**config.mk**
```make
export PLATFORM = sky130hd
export DESIGN_NAME = snes_poll_sched_flat
export DESIGN_NICKNAME = d
export VERILOG_FILES = /design/src/rtl/snes_poll_sched_if.sv /design/src/rtl/snes_poll_sched.sv /design/src/flat_wrapper.sv
export SDC_FILE = /design/constraint.sdc
export NUM_CORES = 1
export LEC_CHECK = 0
export ABC_AREA = 1
export CAP_MARGIN = 20
export CORE_UTILIZATION = 55
export DETAILED_ROUTE_END_ITERATION = 7
export DONT_BUFFER_PORTS = 1
export PLACE_DENSITY = 0.72
export REMOVE_ABC_BUFFERS = 1
export SETUP_SLACK_MARGIN = 0.15
export SYNTH_ARGS = -nofsm -noshare
export SYNTH_HDL_FRONTEND = slang
export SYNTH_SLANG_ARGS = --single-unit
```
**constraint.sdc**
```tcl
create_clock -name clk -period 3.25 [get_ports clk]
set_input_delay 0.65 -clock clk [delete_from_list [all_inputs] [get_ports clk]]
set_output_delay 0.65 -clock clk [all_outputs]
set_load 0.01 [all_outputs]
```
**src/rtl/snes_poll_sched_if.sv**
```systemverilog
// Reader handshake between the poll scheduler and the serial pad reader.
// The scheduler starts a read and picks the pad; the reader returns the buttons.
interface snes_poll_sched_if;
  logic       rd_start;
  logic       rd_sel;
  logic       rd_done;
  logic [7:0] rd_buttons;

  modport master (output rd_start, output rd_sel, input rd_done, input rd_buttons);
  modport slave  (input rd_start, input rd_sel, output rd_done, output rd_buttons);
endinterface

```
**src/rtl/snes_poll_sched.sv**
```systemverilog
// Poll scheduler for two SNES pads: triggers a read round from a period timer
// or vsync, reads pad 0 then pad 1 through one reader, latches buttons, flags timeouts.
//
// state | meaning
// IDLE  | waiting for a trigger with en=1
// START | restart the reader for pad rd_sel, clear timeout counter
// WAIT  | waiting for rd_done or timeout
// STORE | latch rd_buttons into pad[rd_sel]
// NEXT  | advance to pad 1, or finish the round
module snes_poll_sched #(
  parameter int SYSMHZ  = 100,
  parameter int POLL_US = 16667,
  parameter int TMO_CYC = 65535
) (
  input  logic                    clk,
  input  logic                    rstn,
  input  logic                    en,
  input  logic                    vsync,
  input  logic                    use_vsync,
  snes_poll_sched_if.master       rd,
  output logic [7:0]              pad0,
  output logic [7:0]              pad1,
  output logic [1:0]              chg,
  output logic                    upd,
  output logic [1:0]              err
);

  localparam int unsigned PERIOD = SYSMHZ * POLL_US;
  localparam int          TW     = (PERIOD > 1) ? $clog2(PERIOD) : 1;
  localparam logic [TW-1:0] RELOAD = TW'(PERIOD - 1);
  localparam int          CW     = (TMO_CYC > 0) ? $clog2(TMO_CYC + 1) : 1;
  localparam logic [CW-1:0] TMO_LAST = CW'(TMO_CYC);

  typedef enum logic [2:0] {S_IDLE, S_START, S_WAIT, S_STORE, S_NEXT} state_t;

  state_t        state, nxt;
  logic          vs_s1, vs_s2, vs_s3;
  logic          vs_rise, tick, trig;
  logic [TW-1:0] tmr;
  logic [CW-1:0] tmo_cnt;
  logic          sel, sel_nxt;
  logic          rd_start_q;
  logic [7:0]    pad_q [2];
  logic          tmo_clr, tmo_inc, set_err, do_store, pulse_start, pulse_upd;

  // vs_s3 is the previous synchronised level, used only for edge detection
  always_ff @(posedge clk or negedge rstn) begin
    if (!rstn) begin
      vs_s1 <= 1'b0;
      vs_s2 <= 1'b0;
      vs_s3 <= 1'b0;
    end else begin
      vs_s1 <= vsync;
      vs_s2 <= vs_s1;
      vs_s3 <= vs_s2;
    end
  end

  assign vs_rise = vs_s2 & ~vs_s3;

  always_ff @(posedge clk or negedge rstn) begin
    if (!rstn)
      tmr <= RELOAD;
    else if (!en || tmr == '0)
      tmr <= RELOAD;
    else
      tmr <= tmr - 1'b1;
  end

  assign tick = en & (tmr == '0);
  assign trig = use_vsync ? vs_rise : tick;

  always_ff @(posedge clk or negedge rstn) begin
    if (!rstn) state <= S_IDLE;
    else       state <= nxt;
  end

  always_comb begin
    nxt         = state;
    sel_nxt     = sel;
    tmo_clr     = 1'b0;
    tmo_inc     = 1'b0;
    set_err     = 1'b0;
    do_store    = 1'b0;
    pulse_start = 1'b0;
    pulse_upd   = 1'b0;
    case (state)
      S_IDLE: begin
        if (trig && en) begin
          sel_nxt = 1'b0;
          nxt     = S_START;
        end
      end
      S_START: begin
        pulse_start = 1'b1;
        tmo_clr     = 1'b1;
        nxt         = S_WAIT;
      end
      S_WAIT: begin
        // rd_done takes priority over a coincident timeout
        if (rd.rd_done) begin
          nxt = S_STORE;
        end else if (tmo_cnt == TMO_LAST) begin
          set_err = 1'b1;
          nxt     = S_NEXT;
        end else begin
          tmo_inc = 1'b1;
        end
      end
      S_STORE: begin
        do_store = 1'b1;
        nxt      = S_NEXT;
      end
      S_NEXT: begin
        if (!sel) begin
          sel_nxt = 1'b1;
          nxt     = S_START;
        end else begin
          pulse_upd = 1'b1;
          sel_nxt   = 1'b0;
          nxt       = S_IDLE;
        end
      end
      default: nxt = S_IDLE;
    endcase
  end

  always_ff @(posedge clk or negedge rstn) begin
    if (!rstn) begin
      rd_start_q <= 1'b0;
      sel        <= 1'b0;
      pad_q[0]   <= 8'h00;
      pad_q[1]   <= 8'h00;
      chg        <= 2'b00;
      upd        <= 1'b0;
      err        <= 2'b00;
      tmo_cnt    <= '0;
    end else begin
      rd_start_q <= pulse_start;
      upd        <= pulse_upd;
      sel        <= sel_nxt;
      chg        <= 2'b00;
      if (tmo_clr)
        tmo_cnt <= '0;
      else if (tmo_inc)
        tmo_cnt <= tmo_cnt + 1'b1;
      if (set_err)
        err[sel] <= 1'b1;
      if (do_store) begin
        pad_q[sel] <= rd.rd_buttons;
        err[sel]   <= 1'b0;
        chg[sel]   <= (pad_q[sel] != rd.rd_buttons);
      end
    end
  end

  assign rd.rd_start = rd_start_q;
  assign rd.rd_sel   = sel;
  assign pad0        = pad_q[0];
  assign pad1        = pad_q[1];

endmodule

```
**src/flat_wrapper.sv**
```systemverilog
// flat-port wrapper written by rule: the top's interface ports become plain ports
module snes_poll_sched_flat 
#(
  parameter int SYSMHZ  = 100,
  parameter int POLL_US = 16667,
  parameter int TMO_CYC = 65535
)
  (clk, rstn, en, vsync, use_vsync, pad0, pad1, chg, upd, err, rd_rd_start, rd_rd_sel, rd_rd_done, rd_rd_buttons);
  snes_poll_sched_if rd_i ();
  input  logic clk;
  input  logic rstn;
  input  logic en;
  input  logic vsync;
  input  logic use_vsync;
  output logic [7:0] pad0;
  output logic [7:0] pad1;
  output logic [1:0] chg;
  output logic upd;
  output logic [1:0] err;
  output wire logic [$bits(rd_i.rd_start)-1:0] rd_rd_start;
  output wire logic [$bits(rd_i.rd_sel)-1:0] rd_rd_sel;
  input wire logic [$bits(rd_i.rd_done)-1:0] rd_rd_done;
  input wire logic [$bits(rd_i.rd_buttons)-1:0] rd_rd_buttons;
  assign rd_rd_start = rd_i.rd_start;
  assign rd_rd_sel = rd_i.rd_sel;
  assign rd_i.rd_done = rd_rd_done;
  assign rd_i.rd_buttons = rd_rd_buttons;
  snes_poll_sched #(.SYSMHZ(SYSMHZ), .POLL_US(POLL_US), .TMO_CYC(TMO_CYC)) u_core (.clk(clk), .rstn(rstn), .en(en), .vsync(vsync), .use_vsync(use_vsync), .rd(rd_i), .pad0(pad0), .pad1(pad1), .chg(chg), .upd(upd), .err(err));
endmodule
```
Word level (Yosys, flattened, before mapping)
Cells that the tools add are included.
{"block": "word_totals", "ff_bits": 66, "latchBits": 0, "mem_bits_rw": 0, "romBits": 0, "word_cells": 79, "mem_count": 0}
{"block": "op_classes", "n_addsub": 2, "multipliers": 0, "div": 0, "order_cmp": 4, "eq_ne": 8, "shift": 0, "muxes": 33, "bitwise": 8, "n_reduce_logical": 11}
{"operator": "16-bit two-way mux", "count": 2}
{"operator": "8-bit two-way mux", "count": 4}
{"operator": "21-bit logical NOT", "count": 1}
{"operator": "21-bit two-way mux", "count": 1}
{"operator": "21-bit by 1-bit subtractor with 21-bit output, second input constant", "count": 1}
{"operator": "16-bit by 1-bit adder with 16-bit output, second input constant", "count": 1}
{"operator": "16-bit bitwise mux", "count": 1}
{"operator": "16-bit equality test, second input constant", "count": 1}
{"operator": "1-bit two-way mux", "count": 15}
{"operator": "3-bit case mux with 5 select lines", "count": 1}
{"operator": "3-bit two-way mux", "count": 3}
{"operator": "8-bit demux with 1-bit select", "count": 1}
{"operator": "8-bit inequality test", "count": 1}
{"operator": "3-bit by 2-bit equality test with 1-bit output, second input constant", "count": 2}
{"operator": "2-bit two-way mux", "count": 3}
{"operator": "2-bit bitwise AND", "count": 2}
{"operator": "2-bit AND reduction", "count": 2}
{"operator": "2-bit nonzero test", "count": 2}
{"operator": "3-bit by 1-bit equality test with 1-bit output, second input constant", "count": 1}
{"operator": "3-bit equality test, second input constant", "count": 1}
{"operator": "1-bit logical AND", "count": 3}
{"operator": "3-bit logical NOT", "count": 1}
{"operator": "3-bit by 2-bit inequality test with 1-bit output, second input constant", "count": 1}
{"operator": "1-bit bitwise AND", "count": 2}
{"operator": "other kinds (13)", "count": 13}

Logic depth before layout (Yosys ltp)
{"block": "depth", "ltp_word": 8, "depth_mapped": 10, "depth_no_buf": 10}

Worst setup path before layout
No wires, ideal clock.
{"block": "synth_timing", "path_type": "reg2reg", "from": "register u_core.tmr[0]", "to": "register u_core.tmr[13]", "t_arrival_ps": 1490, "t_required_ps": 3165, "path_slack_ps": 1675, "path_stages_with_launch": 10, "path_buffers": 1, "period_less_slack_ps": 1575, "cell_sequence": "dfstp_2 -> inv_1 -> ha_1 -> nand2_1 -> nor2_2 -> nand3_1 -> nand2_2 -> buf_4 -> a21oi_1 -> o21ai_0"}
{"block": "synth_between", "elab_chain_len": 3}
{"element": "start, declared", "line_no": "snes_poll_sched.sv:39", "source": "logic [TW-1:0] tmr;"}
{"element": "start signal, assigned", "line_no": "snes_poll_sched.sv:67", "source": "tmr <= tmr - 1'b1;"}
{"element": "branches (longest 2 deep; another with 21-bit by 1-bit subtractor with 21-bit output)"}
{"element": "21-bit two-way mux (*)", "line_no": "snes_poll_sched.sv:64", "source": "else if (!en || tmr == '0)"}
Mark *: on every way between the ends.
A chain may end at the register's enable or synchronous reset.

Worst setup path after layout
{"block": "layout_timing", "from": "register u_core.sel, in the netlist u_core.rd.rd_sel", "to": "register u_core.chg[0]"}
{"block": "layout_between", "elab_chain_len": 7}
{"element": "start, declared", "line_no": "snes_poll_sched.sv:41", "source": "logic sel, sel_nxt;"}
{"element": "start signal, assigned", "line_no": "snes_poll_sched.sv:141", "source": "sel <= sel_nxt;"}
{"element": "1-bit inverter with 2-bit output (implied by the code)", "line_no": "snes_poll_sched.sv:152", "source": "chg[sel] <= (pad_q[sel] != rd.rd_buttons);"}
{"element": "8-bit two-way mux (implied by the code) (3 in series)", "line_no": "snes_poll_sched.sv:152"}
{"element": "8-bit inequality test", "line_no": "snes_poll_sched.sv:152"}
{"element": "2-bit bitwise AND (no source line) (*)"}
{"element": "2-bit two-way mux (*)", "line_no": "snes_poll_sched.sv:149", "source": "if (do_store) begin"}
{"element": "end signal, assigned by index", "line_no": "snes_poll_sched.sv:152"}
{"element": "end, declared", "line_no": "snes_poll_sched.sv:23", "source": "output logic [1:0] chg,"}
Mark *: on every way between the ends. The rest lies on a longest branch, timed or not. The select of a mux whose other input is x is not followed.

==> impl_metrics.env <==
export IMPL_layout_drive_gt1_share=0.1332
export IMPL_firstDrtPassIters=4
export IMPL_clock_fmax_mhz=499.4
export IMPL_postSynthCellCount=448
export IMPL_cts_max_level=3
export IMPL_portBuffers=0
export IMPL_ys_types=33
export IMPL_grt_ovfl_total=0
export IMPL_initial_core_util=0.5795
export IMPL_path_class="flip-flop to flip-flop"
export IMPL_p_leak_uw=0.001829
export IMPL_clk_latency_ps=340
export IMPL_cts_tree="built"
export IMPL_start_kind="flip-flop"
export IMPL_finalWeightedCongestion=0.8843
export IMPL_io_pins=37
export IMPL_path_clk_slew_ps=80
export IMPL_dieHeight_um=81.68
export IMPL_netlist_area_um2=3492
export IMPL_final_common_cell="nand2_1"
export IMPL_core_um2=6026
export IMPL_cp_end_kind="flip-flop"
export IMPL_fin_crit_sh=0.6161
export IMPL_final_cell_area_um2=3759
export IMPL_diodes=0
export IMPL_ys_flop_type="dfrtp_1"
export IMPL_clk_path_buf_depth=2
export IMPL_gr_usage_all_layers=0.2263
export IMPL_maxCapViolCount=0
export IMPL_powerDensity_nw_per_um2=689.6
export IMPL_num_vias=2785
export IMPL_antenna_found_initial=0
export IMPL_area_delta_synth_final_pct=7.632
export IMPL_num_rows=28
export IMPL_worstPathRequired_ps=3470
export IMPL_fin_crit_ps=2002
export IMPL_post_dp_cell_area_um2=3536
export IMPL_finalSetupViolCount=0
export IMPL_worst_endpoint_arrival_ps=2220
export IMPL_async_reset_ff_frac=1.000
export IMPL_fin_ws_ps=1248
export IMPL_rsz0062_at_grt="no"
export IMPL_syn_avg_cell_area_um2=7.795
export IMPL_finalPower_uw=2592
export IMPL_grt_pass1_vias=2555
export IMPL_fin_tns_setup_ps=0
export IMPL_relSlewSlack=0.6115
export IMPL_drc_errors=0
export IMPL_layout_common_cells="nand2_1, nor2_1, dfrtp_1"
export IMPL_crit_fanout=15
export IMPL_hold_violations=0
export IMPL_skew_ps=12.95
export IMPL_dp_hpwl_mm=4.785
export IMPL_status="finished, final reports clean"
export IMPL_pre_cts_slack_ps=1280
export IMPL_synth_ff_latch_count=66
export IMPL_peakVddDrop_uv=510.7
export IMPL_first_iter_violations=96
export IMPL_grt_pass1_wl_mm=11.30
export IMPL_slew_viol_final=0
export IMPL_viasPerCell=5.225
export IMPL_cts_buffers=9
export IMPL_worst_pin_slew_ps=582.7
export IMPL_post_drt_wl_per_cell_um=12.70
export IMPL_synthTopCellsByArea="dfrtp_1, nand2_1, dfstp_2, nor2_1, inv_1"
export IMPL_clock_sinks=66
export IMPL_hold_class="input port to asynchronous set/reset pin"
export IMPL_die_area_um2=6672
export IMPL_seq_area_frac_synth=0.4772
export IMPL_root_buffer="clkbuf_8"
export IMPL_fin_nets=469
export IMPL_synth_area_leader_cell="dfrtp_1"
export IMPL_synth_edff_count=0
export IMPL_die_x_um=81.68
export IMPL_netlist_area_leader_share=0.3870
export IMPL_grt_max_degree=55
export IMPL_n_fill_cell=524
export IMPL_yosysWarnings=0
export IMPL_ant_nets=0
export IMPL_wl_mm=6.769
## per-stage QoR
stage	utilization	std cells	hold WS (ps)
2_1_floorplan	-	441	331.2
3_3_place_gp	0.5868	516	337.1
3_5_place_dp	0.5868	516	340.5
4_1_cts	0.6238	533	129.6
5_1_grt	0.6238	533	121.4
6_report	0.6238	533	146.2
## report_power, final
part           switching, µW  internal (µW)  total, µW
sequential               237            996       1230
combinational            445            226        671
clock                    313            374        688
## final cells by class
class / instances / area, µm² / share of cell area
inverter: 49 / 186.4 / 0.04960
tap: 75 / 93.84 / 0.02497
sequential: 66 / 1667 / 0.4434
multi-input combinational: 326 / 1589 / 0.4228
timing repair buffer: 1 / 27.53 / 0.007324
clock buffer: 11 / 141.4 / 0.03762
clock inverter: 5 / 53.80 / 0.01431
## final timing paths
path	slack, ps	from	endpoint	cells past startpoint
hold reg to reg	350	u_core.vs_s1$_DFF_PN0_	u_core.vs_s2$_DFF_PN0_	0
max in group asynchronous	2860	rstn	u_core.tmo_cnt[11]$_DFFE_PN0P_	1
setup reg to reg	1250	u_core.rd.rd_sel$_DFFE_PN0P_	u_core.chg[0]$_DFF_PN0_	9
hold / removal	150	rstn	u_core.tmr[10]$_DFF_PN1_	0
min in group clk	340	vsync	u_core.vs_s1$_DFF_PN0_	0
setup / recovery	1250	u_core.rd.rd_sel$_DFFE_PN0P_	u_core.chg[0]$_DFF_PN0_	9
## synthesized netlist by cell type (11+ instances only)
| library cell | n |
|---|---|
| inv_1 | 44 |
| dfstp_2 | 12 |
| nor2_1 | 66 |
| nand3_1 | 17 |
| nand2_2 | 11 |
| nand2_1 | 132 |
| o21ai_0 | 27 |
| dfrtp_1 | 54 |
| xor2_1 | 18 |
| a21oi_1 | 11 |
| nand4_1 | 11 |
## critical path: stages, from the launching register on
cell and delay, ps:
dfrtp_1 710, inv_1 390, nand2_1 170, o21ai_0 110
nand2_1 80, nand2_1 50, nor2_1 100, nand2_1 60
nor2_1 140, nor2_1 50
## repair_timing
action                    4_1_cts  5_1_grt
hold endpoints to repair       54        0
resized for setup               0        0
hold buffers                    1        0
buffers inserted                0        0
## registers in the layout (all words and copies together) (netlist names), named ones only
signal and count:
u_core.chg 2, u_core.pad0 8, u_core.pad1 8, u_core.rd.rd_sel 1, u_core.rd.rd_start 1, u_core.state 3
u_core.tmo_cnt 16, u_core.tmr 21, u_core.upd 1, u_core.vs_s1 1, u_core.vs_s2 1, u_core.vs_s3 1
## per-layer routing
metal  up-vias  wire length [µm]  track usage  share of wire
met4         0                64       0.1070         0.0095
met2        50              3115       0.3442           0.46
met3         8               315      0.06778          0.047
li1       1417                 -            -              -
met1      1310              3274       0.2950           0.48
met5         -                 0            0              0
## kinds of logic (layout without fill, tap and decap cells)
kind of cell | count (synthesis) | in the layout | synth area share
simple gates | 259 | 259 | 0.3278
fa+ha+maj | 2 | 2 | 0.007165
compound gates | 47 | 47 | 0.07489
flops | 66 | 66 | 0.4772
xor+xnor | 18 | 18 | 0.04514
buf+inv | 56 | 66 | 0.06772
(Power assumes the default switching activity.)
